<file path="src/rtl/vector_mem_sequencer_pkg.sv">
// vector_mem_pkg: FSM encoding and beat-geometry helpers shared by vector_mem_sequencer
package vector_mem_pkg;
  typedef logic [2:0] state_t;
  localparam state_t IDLE = 3'd0;
  localparam state_t SLD  = 3'd1;
  localparam state_t VST  = 3'd2;
  localparam state_t VLD  = 3'd3;
  localparam state_t DONE = 3'd4;
  function automatic int beats_f(input int v, input int n);
    return v / n;
  endfunction
  function automatic int word_bytes_f(input int n);
    return n / 8;
  endfunction
  function automatic int cnt_w_f(input int v, input int n);
    return $clog2(v / n + 1);
  endfunction
endpackage

</file>
<file path="src/rtl/vector_mem_sequencer_if.sv">
// vector_mem_sequencer_if: MEM-stage request, writeback response and memory port bundle (VMEM_STRIDE_EN adds req_stride)
interface vector_mem_sequencer_if #(
  parameter int V = 128,
  parameter int N = 32
);
  logic         req_valid;
  logic         req_vec;
  logic         req_we;
  logic [N-1:0] req_addr;
  logic [N-1:0] req_wdata;
  logic [V-1:0] req_wvector;
`ifdef VMEM_STRIDE_EN
  logic [N-1:0] req_stride;
`endif
  logic         stall_cpu;
  logic         resp_valid;
  logic [N-1:0] resp_data;
  logic [V-1:0] resp_vector;
  logic [N-1:0] mem_addr;
  logic [N-1:0] mem_wdata;
  logic         mem_we;
  logic [N-1:0] mem_rdata;
  modport master (
`ifdef VMEM_STRIDE_EN
    output req_stride,
`endif
    output req_valid, req_vec, req_we, req_addr, req_wdata, req_wvector, mem_rdata,
    input  stall_cpu, resp_valid, resp_data, resp_vector, mem_addr, mem_wdata, mem_we
  );
  modport slave (
`ifdef VMEM_STRIDE_EN
    input  req_stride,
`endif
    input  req_valid, req_vec, req_we, req_addr, req_wdata, req_wvector, mem_rdata,
    output stall_cpu, resp_valid, resp_data, resp_vector, mem_addr, mem_wdata, mem_we
  );
endinterface

</file>
<file path="src/rtl/vector_mem_sequencer.sv">
// vector_mem_sequencer: shares one N-bit memory port between scalar and V-bit vector accesses (VMEM_STRIDE_EN: per-request beat stride)
module vector_mem_sequencer
  import vector_mem_pkg::*;
#(
  parameter int V = 128,
  parameter int N = 32
) (
  input logic clk,
  input logic rst,
  vector_mem_sequencer_if.slave bus
);
  localparam int BEATS = beats_f(V, N);
  localparam int WORD_BYTES = word_bytes_f(N);
  localparam int CW = cnt_w_f(V, N);
  state_t state_q, state_d;
  logic [CW-1:0] cnt_q, cnt_d, beat;
  logic [N-1:0] base_q, base_d, stride_q, stride_d, stride_in;
  logic [N-1:0] resp_data_q, resp_data_d, addr, wdata;
  logic [V-1:0] vec_q, vec_d, resp_vector_q, resp_vector_d;
  logic resp_valid_q, resp_valid_d, stall, we, last_vld;
`ifdef VMEM_STRIDE_EN
  assign stride_in = bus.req_stride;
`else
  assign stride_in = N'(WORD_BYTES);
`endif
  assign last_vld = (state_q == VLD) && (cnt_q == CW'(BEATS));
  assign beat = last_vld ? cnt_q - 1'b1 : cnt_q;
  // beat sequencing: issue beat 0 from the live request, later beats from latched copies
  always_comb begin
    state_d = state_q;
    cnt_d = cnt_q;
    base_d = base_q;
    stride_d = stride_q;
    vec_d = vec_q;
    resp_data_d = resp_data_q;
    resp_vector_d = resp_vector_q;
    resp_valid_d = 1'b0;
    stall = 1'b0;
    we = 1'b0;
    addr = base_q + N'(beat) * stride_q;
    wdata = '0;
    case (state_q)
      IDLE: begin
        addr = bus.req_addr;
        we = bus.req_valid & bus.req_we;
        wdata = bus.req_vec ? bus.req_wvector[N-1:0] : bus.req_wdata;
        if (bus.req_valid) begin
          base_d = bus.req_addr;
          stride_d = stride_in;
          vec_d = bus.req_wvector;
          stall = bus.req_vec | ~bus.req_we;
          cnt_d = bus.req_vec ? CW'(1) : cnt_q;
          state_d = !bus.req_vec ? (bus.req_we ? IDLE : SLD) : (!bus.req_we ? VLD : (BEATS == 1 ? DONE : VST));
        end
      end
      SLD: begin
        stall = 1'b1;
        resp_data_d = bus.mem_rdata;
        resp_valid_d = 1'b1;
        state_d = DONE;
      end
      VST: begin
        stall = 1'b1;
        we = 1'b1;
        wdata = vec_q[int'(cnt_q) * N +: N];
        state_d = (cnt_q == CW'(BEATS - 1)) ? DONE : VST;
        cnt_d = (cnt_q == CW'(BEATS - 1)) ? cnt_q : cnt_q + 1'b1;
      end
      VLD: begin
        stall = 1'b1;
        resp_vector_d[(int'(cnt_q) - 1) * N +: N] = bus.mem_rdata;
        state_d = last_vld ? DONE : VLD;
        cnt_d = last_vld ? cnt_q : cnt_q + 1'b1;
        resp_valid_d = last_vld;
      end
      DONE: state_d = IDLE;
      default: state_d = IDLE;
    endcase
  end
  // state, latched request and result registers; reset aborts and clears results
  always_ff @(posedge clk) begin
    if (rst) begin
      state_q <= IDLE;
      cnt_q <= '0;
      base_q <= '0;
      stride_q <= '0;
      vec_q <= '0;
      resp_data_q <= '0;
      resp_vector_q <= '0;
      resp_valid_q <= 1'b0;
    end else begin
      state_q <= state_d;
      cnt_q <= cnt_d;
      base_q <= base_d;
      stride_q <= stride_d;
      vec_q <= vec_d;
      resp_data_q <= resp_data_d;
      resp_vector_q <= resp_vector_d;
      resp_valid_q <= resp_valid_d;
    end
  end
  assign bus.stall_cpu = stall & ~rst;
  assign bus.mem_we = we & ~rst;
  assign bus.mem_addr = rst ? '0 : addr;
  assign bus.mem_wdata = rst ? '0 : wdata;
  assign bus.resp_valid = resp_valid_q;
  assign bus.resp_data = resp_data_q;
  assign bus.resp_vector = resp_vector_q;
endmodule

</file>
<file path="src/flat_wrapper.sv">
// flat-port wrapper written by rule: the top's interface ports become plain ports
module vector_mem_sequencer_flat import vector_mem_pkg::*;
#(
  parameter int V = 128,
  parameter int N = 32
)
  (clk, rst, bus_req_valid, bus_req_vec, bus_req_we, bus_req_addr, bus_req_wdata, bus_req_wvector, bus_mem_rdata, bus_stall_cpu, bus_resp_valid, bus_resp_data, bus_resp_vector, bus_mem_addr, bus_mem_wdata, bus_mem_we);
  vector_mem_sequencer_if #(.V(V), .N(N)) bus_i ();
  input logic clk;
  input logic rst;
  input wire logic [$bits(bus_i.req_valid)-1:0] bus_req_valid;
  input wire logic [$bits(bus_i.req_vec)-1:0] bus_req_vec;
  input wire logic [$bits(bus_i.req_we)-1:0] bus_req_we;
  input wire logic [$bits(bus_i.req_addr)-1:0] bus_req_addr;
  input wire logic [$bits(bus_i.req_wdata)-1:0] bus_req_wdata;
  input wire logic [$bits(bus_i.req_wvector)-1:0] bus_req_wvector;
  input wire logic [$bits(bus_i.mem_rdata)-1:0] bus_mem_rdata;
  output wire logic [$bits(bus_i.stall_cpu)-1:0] bus_stall_cpu;
  output wire logic [$bits(bus_i.resp_valid)-1:0] bus_resp_valid;
  output wire logic [$bits(bus_i.resp_data)-1:0] bus_resp_data;
  output wire logic [$bits(bus_i.resp_vector)-1:0] bus_resp_vector;
  output wire logic [$bits(bus_i.mem_addr)-1:0] bus_mem_addr;
  output wire logic [$bits(bus_i.mem_wdata)-1:0] bus_mem_wdata;
  output wire logic [$bits(bus_i.mem_we)-1:0] bus_mem_we;
  assign bus_i.req_valid = bus_req_valid;
  assign bus_i.req_vec = bus_req_vec;
  assign bus_i.req_we = bus_req_we;
  assign bus_i.req_addr = bus_req_addr;
  assign bus_i.req_wdata = bus_req_wdata;
  assign bus_i.req_wvector = bus_req_wvector;
  assign bus_i.mem_rdata = bus_mem_rdata;
  assign bus_stall_cpu = bus_i.stall_cpu;
  assign bus_resp_valid = bus_i.resp_valid;
  assign bus_resp_data = bus_i.resp_data;
  assign bus_resp_vector = bus_i.resp_vector;
  assign bus_mem_addr = bus_i.mem_addr;
  assign bus_mem_wdata = bus_i.mem_wdata;
  assign bus_mem_we = bus_i.mem_we;
  vector_mem_sequencer #(.V(V), .N(N)) u_core (.clk(clk), .rst(rst), .bus(bus_i));
endmodule
</file>
<file path="config.mk">
export PLATFORM = sky130hd
export DESIGN_NAME = vector_mem_sequencer_flat
export DESIGN_NICKNAME = d
export VERILOG_FILES = /design/src/rtl/vector_mem_sequencer_pkg.sv /design/src/rtl/vector_mem_sequencer_if.sv /design/src/rtl/vector_mem_sequencer.sv /design/src/flat_wrapper.sv
export SDC_FILE = /design/constraint.sdc
export NUM_CORES = 1
export LEC_CHECK = 0
export CAP_MARGIN = 10
export CORE_AREA = 2 2 179 181
export DETAILED_ROUTE_END_ITERATION = 12
export DIE_AREA = 0 0 181 183
export PLACE_DENSITY = 0.83
export SYNTH_ARGS = -nofsm -noshare
export SYNTH_HDL_FRONTEND = slang
export SYNTH_SLANG_ARGS = --single-unit
</file>
<file path="constraint.sdc">
create_clock -name clk -period 6.8 [get_ports clk]
set_input_delay 1.36 -clock clk [delete_from_list [all_inputs] [get_ports clk]]
set_output_delay 1.36 -clock clk [all_outputs]
set_load 0.05 [all_outputs]
</file>
After elaboration in Yosys (flattened, before gate mapping)
Cells that the tools add are included.
Widths: inputs -> output; s select.
{ "totals": {"ff_bits": 328, "inputBits": 229, "out_inout_bits": 227, "elab_cells": 61} }
{ "op_classes": {"addsub": 5, "mul": 1, "n_eq_ne": 9, "n_shift": 3, "n_mux": 23, "bitwise": 6, "n_reduce_logical": 6} }
{ "ops": {"columns": ["op", "count"], "rows": [
  ["$bwmux 128", 1],
  ["$mux 32", 4],
  ["$shift 32x33->128 const A", 1],
  ["$shiftx 128x9->32", 1],
  ["$shiftx 32x33->128", 1],
  ["$pmux 32 s2", 1],
  ["$neg 32->33", 1],
  ["$add 32x32->32", 1],
  ["$mux 3", 9],
  ["$pmux 3 s4", 1],
  ["$eq 3x2->1 const B", 3],
  ["$pmux 3 s3", 1],
  ["$ne 2x2->1 const B", 4],
  ["$pmux 1 s2", 3],
  ["$reduce_and 5->1", 1],
  ["$mul 3x1->4", 1],
  ["$sub 3x1->4 const B", 1],
  ["$add 3x1->3 const B", 1],
  ["$and 1x1->1", 3],
  ["$eq 3x1->1 const B", 1],
  ["$eq 3x3->1 const B", 1],
  ["$logic_not 3->1", 1],
  ["$mux 1", 3],
  ["$reduce_bool 3->1", 1],
  ["other kinds (6)", 7]
]} }

Depth between registers and ports, before layout
Gate-level depths: netlist (run 1).
{ "logic_depth": {"ltp_word": 7, "mapped_depth": 15, "ltp_nobuf": 14} }

Worst setup path after synthesis (run 1)
OpenSTA, ideal clock, no wires.
{ "synth_timing": {"kind": "reg2out", "from": "register u_core.cnt_q[0]", "to": "output port bus_mem_addr[28]", "arrival_time_ns": 4.252, "required_ns": 5.440, "path_slack_ns": 1.188, "stages_incl_launch_ff": 16, "path_buffers": 1, "path_cell_list": "dfxtp_1 buf_2 inv_2 ha_1 nand2_1 nor2_1 xnor2_1 and2_1 ha_1 inv_1 fa_1 nand2b_1 a2111oi_4 nand4_1 xor2_1 a211oi_1"} }
{ "synth_between": {"elab_chain_len": 7} }
{ "synth_lines": {"columns": ["element", "line", "text"], "rows": [
  ["start: declaration", "vector_mem_sequencer.sv:16", "logic [CW-1:0] cnt_q, cnt_d, beat;"],
  ["start signal: assignment", "vector_mem_sequencer.sv:93", "cnt_q <= cnt_d;"],
  ["parallel branches: the longest is 2 deep, another holds $sub 3x1->3", null, null],
  ["$mux 3 *", "vector_mem_sequencer.sv:27", "assign beat = last_vld ? cnt_q - 1'b1 : cnt_q;"],
  ["$mul 3x1->4 *", "vector_mem_sequencer.sv:40", "addr = base_q + N'(beat) * stride_q;"],
  ["$add 32x32->32 *", "vector_mem_sequencer.sv:40", null],
  ["$mux 32 *", "vector_mem_sequencer.sv:42", "case (state_q)"],
  ["$mux 32 *", "vector_mem_sequencer.sv:104", "assign bus.mem_addr = rst ? '0 : addr;"],
  ["end: declaration", "flat_wrapper.sv:22", "output wire logic [$bits(bus_i.mem_addr)-1:0] bus_mem_addr;"]
]} }
Mark *: on every way between the ends.

Final worst setup path (run 1)
{ "layout_timing": {"from": "register u_core.state_q[1]", "to": "output port bus_mem_addr[22]"} }
{ "layout_between": {"elab_chain_len": 7} }
{ "layout_lines": {"columns": ["element", "line", "text"], "rows": [
  ["start: declaration", "vector_mem_sequencer.sv:15", "state_t state_q, state_d;"],
  ["start signal: assignment", "vector_mem_sequencer.sv:92", "state_q <= state_d;"],
  ["$eq 3x2->1", "vector_mem_sequencer.sv:26", "assign last_vld = (state_q == VLD) && (cnt_q == CW'(BEATS));"],
  ["$logic_and 1x1->1", "vector_mem_sequencer.sv:26", null],
  ["$mux 3", "vector_mem_sequencer.sv:27", null],
  ["$mul 3x1->4", "vector_mem_sequencer.sv:40", null],
  ["$add 32x32->32", "vector_mem_sequencer.sv:40", null],
  ["$mux 32 *", "vector_mem_sequencer.sv:42", null],
  ["$mux 32 *", "vector_mem_sequencer.sv:104", null]
]} }
Every way passes the cells marked *; elsewhere a longest branch is shown, timed or not.

==> results of run 1 <==
## cell usage after synthesis, drive strengths merged, types with 11 or more instances
library cell	n
a21oi	363
nand4	14
nand2	539
nor2	103
nor3	11
ha	13
buf	48
nand3	137
a211oi	30
mux4	32
and2	11
mux2i	35
xor2	21
clkbuf	110
dfxtp	328
## cells by family (layout without fill, tap and decap cells)
family	Yosys count	count (layout)	synth area share (%)
and+or+nand+nor	845	845	24.4
buffers and inverters	168	552	4.94
adders and majority gates	14	14	1.26
DFF	328	328	45.3
xor gates and xnor gates	29	29	1.85
AOI/OAI and AO/OA	406	406	14.9
muxes	67	67	7.39
other	0	1	0
## placed cells by master, fill, tap and decap left out, types with 14 or more instances in the layout
cell type / instances
a211oi_1: 30
a21oi_1: 363
buf_4: 25
clkbuf_16: 36
clkdlybuf4s50_1: 453
dfxtp_1: 326
mux2i_1: 35
mux4_2: 32
nand2_1: 538
nand3_1: 137
nand4_1: 14
nor2_1: 103
xor2_1: 21
## sequential cells by signal, summed over array words and instances, names as in the netlist
name                    flops
u_core.base_q              32
u_core.bus.resp_data       32
u_core.bus.resp_valid       1
u_core.bus.resp_vector    128
u_core.cnt_q                3
u_core.state_q              3
u_core.stride_q             1
u_core.vec_q              128
## how the worst min path moves through the flow
stage / startpoint / endpoint / slack, ns
floorplan: u_core.vec_q[64]$_SDFFE_PP0P_ / u_core.vec_q[64]$_SDFFE_PP0P_ / 0.43
global placement: u_core.bus.resp_vector[118]$_SDFFE_PP0P_ / u_core.bus.resp_vector[118]$_SDFFE_PP0P_ / 0.44
detailed placement: u_core.bus.resp_vector[58]$_SDFFE_PP0P_ / u_core.bus.resp_vector[58]$_SDFFE_PP0P_ / 0.44
CTS: u_core.bus.resp_vector[99]$_SDFFE_PP0P_ / u_core.bus.resp_vector[99]$_SDFFE_PP0P_ / 0.45
global route: u_core.bus.resp_vector[40]$_SDFFE_PP0P_ / u_core.bus.resp_vector[40]$_SDFFE_PP0P_ / 0.47
finish: u_core.bus.resp_vector[104]$_SDFFE_PP0P_ / u_core.bus.resp_vector[104]$_SDFFE_PP0P_ / 0.45
## worst register-to-register path, cell delays in order (launching register included)
cell and delay, ns:
dfxtp_2 0.33, buf_4 0.62, ha_1 0.35, nand3_1 0.10, ha_1 0.30, nor4b_1 0.31, mux2i_1 0.19, or3_1 0.62
buf_4 0.33, nand2_1 0.13, a21oi_1 0.07
## power groups by stage
stage | clock (W) | sequential (W) | combinational (W)
final | 0.00195 | 0.00208 | 0.00109
after global routing | 0.00206 | 0.00209 | 0.00116
after CTS | 0.00197 | 0.00208 | 0.00109
after detailed placement | 0 | 0.00212 | 0.00108
after global placement | 0 | 0.00211 | 0.00106
after floorplan | 0 | 0.00214 | 0.000653
## final cells by class
class	count	area, µm²
Timing Repair Buffer	480	4740
Tap cell	402	503
Sequential cell	328	6570
Multi-Input combinational cell	1361	7250
Antenna cell	1	2.50
Clock buffer	54	1080
Fill cell	2571	10900
Clock inverter	8	109
Inverter	10	37.5
## per-stage QoR
stage                     cells  worst slack [ns]  util [%]  hold WS [ns]
after floorplan            1857              1.19         -         0.433
after global placement     2581              1.12      61.2         0.437
after detailed placement   2581             0.997      61.2         0.443
after CTS                  2643             0.406      65.0         0.451
after global routing       2644            0.0480      65.0         0.466
final                      2644             0.361      65.0         0.449
## per-layer routing
metal	global-route usage [%]	part of all wire, %	vias to the layer above
met5	0	0	-
met4	14.3	5.3	0
met3	6.24	8.3	155
met2	50.2	49	742
met1	33.6	38	6956
li1	-	-	6990
==> results by group, run 1 <==
Outcome
  – Run status: finished, final reports clean

Clock tree
  – Root buf cell: clkbuf_16
  – CTS Buffer Depth: 3
  – CTS tree: done
  – Sink Count: 328
  – Htree depth: 2
  – Cts hold-fix bufs: 0
  – Worst-path clk slew: about 0.060 ns
  – Clock latency on the worst-skew pair: 0.52 ns
  – # resized after CTS: 0
  – Clock buffer count from CTS: 36
  – Postcts setup bufs: 0

Timing
  – FMAX: 0.155 GHz
  – Fin Clk Skew: 0.0221 ns
  – Fin crit period: 6.44 ns
  – Hold Violations, Final: 0
  – Max-slew violation count: 0
  – Final setup fails: 0
  – Tcrit/Tclk final: 94.7%
  – Setup TNS Final: 0 ns
  – Worst Max-Slew Pin Slew: 1.18 ns
  – Max transition margin: a little over a fifth
  – RSZ-0062 raised after global routing: false

Detailed routing
  – Initial DRC count: 1,238
  – Via count: 14.8k
  – Drc violations: 0
  – First drt pass iteration count: 5
  – Via density: 5.61
  – Detail Route Antenna Nets: 0
  – DR WL/cell: 18.8 µm
  – Final WL: 49,700 µm

Setup path
  – Cells on worst reg2reg path: 10
  – Worst R2R Setup Slack: 3.32 ns
  – Cell Chain, Critical Path: nand3b_1 > nor2_1 > xnor2_1 > and2_1 > ha_1 > inv_1 > fa_1 > nand2b_1 > a2111oi_4 > nand3_1 > xor2_1 > a211oi_1 > clkdlybuf4s50_1
  – Startpoint Class: register
  – Source of the critical timing path: u_core.state_q[1]$_SDFFE_PP0N_
  – WP data required: 5.44 ns
  – Arr. time, crit path: a little over 5 ns
  – Crit Reg-Reg Endpoint: u_core.bus.resp_vector[19]$_SDFFE_PP0P_
  – Launch point of the worst reg-to-reg path: u_core.cnt_q[0]$_SDFFE_PP0P_
  – Type of the worst setup path: reg -> out
  – Critical Path Sink: bus_mem_addr[22]
  – CP peak stage delay: 0.88 ns
  – Worst path bufs/invs: 2
  – Setup crit end kind: output pin
  – Largest delay contributor family on the critical path: simple AND/OR/NAND/NOR gates
  – Slowest cell on the critical path: clkdlybuf4s50_1
  – Stages on worst setup path: 13
  – Worst Path Max Fanout: 15

Placement
  – Dpl hpwl: between 30,000 and 40,000 µm
  – PortBufs: 455
  – GP Congestion: 0.872
  – Placed cell area: ~19,000 µm²

Yosys
  – Sequential-to-total area share from yosys stat: 45.3%
  – Mean Syn Cell Area: between 7 and 8 µm²
  – Syn_nets: roughly 2.1k
  – Synthesized cell area: between 10,000 and 15,000 µm²
  – Seq cells post-synth: approximately 330
  – Primary FF master, synth: dfxtp_1
  – Ys async rst share: 0%
  – Synth top area cells: dfxtp_1 (45%), nand2_1 (14%), a21oi_1 (13%)
  – Number of synthesized flops with an enable pin: 0
  – Cells after Synth: 1,857
  – Top cell type's share of synthesized area: 45.3%
  – Area leader, netlist: dfxtp_1
  – YS warnings: 0
  – Distinct cells, synth: 50

Die
  – I/O pins: around 460
  – Starting Density: 46.4%
  – Row count: 65
  – Die Width: 181 µm
  – DIE AREA: between 30,000 and 40,000 µm²
  – Die height: between 150 and 200 µm
  – Core ar.: between 30,000 and 40,000 µm²

Layout
  – Synth-to-Final Area Change: 40.0%
  – Final net count: 2,460
  – Share of layout cells above drive strength 1: under 10%
  – Final instance area: 20,300 µm²

GRT
  – Vias in the first global route: between 10k and 15k
  – Initial antenna violation count: 4
  – Total gr overflow: 0
  – First-pass GRT wire length: 76,500 µm
  – Largest net degree at the start of global routing: ~140
  – Total GRT Usage: around 29%

Power and ir drop
  – Tot Pwr: 0.00512 W
  – Comb pwr share: 21.2%
  – Sequential fraction of design power: 40.6%
  – Net Sw Frac: 29.8%
  – Net switching power: 0.00153 W
  – VDD IR max: 0.180 mV
  – Cell Pwr Density: roughly 250 nW/µm²
  – Static Leak: 7.12 nW
  – Clock group share of total power: 38.1%
  – Int Power: 0.00360 W

Worst hold path
  – Hold Crit Class: reg -> reg
  – Hold Path Stages: 2

Run
  – Max-cap violation count: 0
Power figures use the tool's default switching activity.
==> run 2, diff against run 1 <==
- CORE_AREA: 2 2 179 181 -> unset
- CORE_UTILIZATION: unset -> 30
- DIE_AREA: 0 0 181 183 -> unset
- PLACE_DENSITY: 0.83 -> 0.59
==> run 2 against run 1 <==
Sequential cell count is the same. Sequential share of layout area shrank 0.55 points. Final area grew 1.7%. Routed wire length grew 5.5%. Fmax grew 4.6%. Die area grew 49%. Largest power group unchanged. Highest routed layer is now met5.
==> results by group, run 2 (synthesis results as in run 1) <==
Die
  – Core ar.: 47,700 µm² (+53%)
  – Starting Density: 30.4% (-16 points)
  – DIE AREA: 49,200 µm² (+49%)
  – Row count: 80 (+23%)
  – Die Width: 222 µm (+23%)
  – Die height: 222 µm (+21%)
  – I/O pins: 456 (unchanged)

GRT
  – Largest net degree at the start of global routing: 132 (-4.3%)
  – Initial antenna violation count: 7 (+3)
  – Vias in the first global route: 13.8k (-3.8%)
  – Total gr overflow: 0 (unchanged)
  – First-pass GRT wire length: 80,100 µm (+4.7%)
  – Total GRT Usage: 20.7% (-8.1 points)

Clock tree
  – # resized after CTS: 0 (unchanged)
  – CTS tree: done
  – Clock latency on the worst-skew pair: 0.56 ns (+0.04 ns)
  – Sink Count: 328 (unchanged)
  – Root buf cell: clkbuf_16
  – CTS Buffer Depth: 3 (unchanged)
  – Clock buffer count from CTS: 38 (+5.6%)
  – Worst-path clk slew: 0.06 ns (about the same)
  – Htree depth: 2 (unchanged)

Setup path
  – Setup crit end kind: output pin
  – Cell Chain, Critical Path: nand3b_1 > nor2_1 > xnor2_1 > and2_1 > ha_1 > inv_1 > fa_1 > nand2b_1 > a2111oi_4 > buf_12 > nand4_1 > xor2_1 > a211oi_1 > clkdlybuf4s50_1
  – Worst path bufs/invs: 3 (+1)
  – Worst Path Max Fanout: 15 (unchanged)
  – Crit Reg-Reg Endpoint: u_core.vec_q[51]$_SDFFE_PP0P_
  – Worst R2R Setup Slack: 3.16 ns (-0.16 ns)
  – Critical Path Sink: bus_mem_addr[28]
  – Cells on worst reg2reg path: 6 (-4)
  – CP peak stage delay: 0.86 ns (-0.02 ns)
  – Source of the critical timing path: u_core.state_q[1]$_SDFFE_PP0N_
  – Startpoint Class: register
  – Largest delay contributor family on the critical path: buffers and inverters
  – Slowest cell on the critical path: clkdlybuf4s50_1
  – Launch point of the worst reg-to-reg path: u_core.state_q[0]$_SDFFE_PP0N_
  – Type of the worst setup path: reg -> out
  – Stages on worst setup path: 14 (+1)
  – Arr. time, crit path: 4.80 ns (-0.28 ns)
  – WP data required: 5.44 ns (about the same)

Placement
  – Placed cell count: 2,794 (+8.3%)
  – Dpl hpwl: 36,100 µm (+4.7%)
  – Post-Place Setup Slack: 0.980 ns (-0.0174 ns)
  – PortBufs: 455 (unchanged)
  – GP Congestion: 0.826 (-5.2%)

Timing
  – Worst Max-Slew Pin Slew: 1.13 ns (-0.0442 ns)
  – Tcrit/Tclk final: 90.5% (-4.2 points)
  – Hold Violations, Final: 0 (unchanged)
  – Max-slew violation count: 0 (unchanged)
  – Final setup fails: 0 (unchanged)
  – FMAX: 0.162 GHz (+4.6%)
  – Setup TNS Final: 0 ns (unchanged)
  – Max transition margin: 24.6% (+2.9 points)
  – Fin Clk Skew: 0.0185 ns (-0.00366 ns)
  – Fin crit period: 6.16 ns (-0.282 ns)
  – Setup WS post-layout: 0.643 ns (+0.282 ns)
  – RSZ-0062 raised after global routing: false

Worst hold path
  – Hold Crit Class: reg -> reg

Outcome
  – Run status: finished, final reports clean

Power and ir drop
  – Net switching power: 0.00159 W (+4.1%)
  – Comb pwr share: 21.0% (-0.2 points)
  – Net Sw Frac: 30.4% (+0.63 points)
  – Sequential fraction of design power: 39.8% (-0.8 points)
  – Clock group share of total power: 39.2% (+1.1 points)
  – Static Leak: 7.14 nW (+0.33%)
  – Tot Pwr: 0.00522 W (+1.9%)
  – VDD IR max: 0.145 mV (-19%)
  – Int Power: 0.00363 W (+1.0%)
  – Cell Pwr Density: 253 nW/µm² (+0.19%)

Layout
  – Synth-to-Final Area Change: 42.4%
  – Fillers: 4,807 (+87%)
  – Most frequent cells in the layout: nand2_1 (538), clkdlybuf4s50_1 (453), a21oi_1 (363), dfxtp_1 (326), nand3_1 (137)
  – Share of layout cells above drive strength 1: 5.83% (+0.032 points)
  – Finished Layout Cells: 2,865 (+8.4%)
  – Commonest non-fill, non-tap cell in the layout: nand2_1
  – Final net count: 2,463 (+0.12%)

Detailed routing
  – Detail Route Antenna Nets: 0 (unchanged)
  – Via count: 14.3k (-3.5%)
  – Drc violations: 0 (unchanged)
  – Initial DRC count: 1,059 (-14%)
  – Final WL: 52,400 µm (+5.5%)
  – First drt pass iteration count: 5 (unchanged)
  – Via density: 5.00 (-11%)
  – DR WL/cell: 18.3 µm (-2.6%)

Run
  – Max-cap violation count: 0 (unchanged)
run 2: changes by cell type in the layout (fill, tap and decap cells not counted), sizes merged:
cell / before / now
clkinvlp: 0 / 1
diode: 1 / 4
bufinv: 2 / 3
clkinv: 4 / 7
buf: 27 / 28
clkbuf: 54 / 55
inv: 12 / 10
run 2: worst min path at each step:
stage | from | slack, ns | cells past startpoint | to
2_1_floorplan | u_core.vec_q[64]$_SDFFE_PP0P_ | 0.43 | 2 | u_core.vec_q[64]$_SDFFE_PP0P_
3_3_place_gp | u_core.bus.resp_vector[22]$_SDFFE_PP0P_ | 0.44 | 2 | u_core.bus.resp_vector[22]$_SDFFE_PP0P_
3_5_place_dp | u_core.vec_q[112]$_SDFFE_PP0P_ | 0.44 | 2 | u_core.vec_q[112]$_SDFFE_PP0P_
4_1_cts | u_core.vec_q[111]$_SDFFE_PP0P_ | 0.45 | 2 | u_core.vec_q[111]$_SDFFE_PP0P_
5_1_grt | u_core.bus.resp_vector[18]$_SDFFE_PP0P_ | 0.46 | 2 | u_core.bus.resp_vector[18]$_SDFFE_PP0P_
6_report | u_core.bus.resp_vector[92]$_SDFFE_PP0P_ | 0.45 | 2 | u_core.bus.resp_vector[92]$_SDFFE_PP0P_
run 2: worst register-to-register path: cells and delay by family (launching register included):
| kind | cells | cell delay [ns] |
|---|---|---|
| buffers and inverters | 2 | 1.48 |
| AOI/OAI and AO/OA | 1 | 0.17 |
| DFF | 1 | 0.44 |
| and+or+nand+nor | 3 | 1.44 |
run 2: what timing repair did:
| action | CTS | global route |
|---|---|---|
| setup buffers | 0 | 1 |
| hold buffers | 0 | 0 |
| endpoints found under the setup margin | 0 | 5 |
run 2: layer usage:
| layer | part of all wire [%] | track usage [%] | up-vias |
|---|---|---|---|
| li1 | - | - | 7013 |
| met1 | 42 | 25.6 | 6697 |
| met2 | 47 | 34.2 | 507 |
| met3 | 7.9 | 5.74 | 100 |
| met4 | 3.2 | 7.82 | 6 |
| met5 | 0.074 | 0 | - |
run 2: final cells by class:
type	instances	area (µm²)	share of cell area (%)
sequential	328	6570	31.8
clock inverter	11	180	0.873
inverter	10	37.5	0.182
antenna	4	10.0	0.0485
multi-input combinational	1361	7260	35.1
tap	615	769	3.73
clock buffer	55	1060	5.16
timing repair buffer	481	4760	23.1
run 2: per-stage QoR:
| stage | hold WS [ns] | instance area, µm² | utilization [%] |
|---|---|---|---|
| after floorplan | 0.433 | 14500 | - |
| after global placement | 0.438 | 19400 | 40.6 |
| after detailed placement | 0.443 | 19400 | 40.6 |
| after CTS | 0.451 | 20600 | 43.2 |
| after global routing | 0.464 | 20600 | 43.2 |
| final | 0.449 | 20600 | 43.2 |
run 2: power groups by stage:
stage / sequential, W / combinational, W / clock (W)
CTS: 0.00208 / 0.00110 / 0.00210
global placement: 0.00212 / 0.00109 / 0
floorplan: 0.00214 / 0.000653 / 0
finish: 0.00208 / 0.00110 / 0.00205
global route: 0.00209 / 0.00117 / 0.00217
detailed placement: 0.00212 / 0.00110 / 0
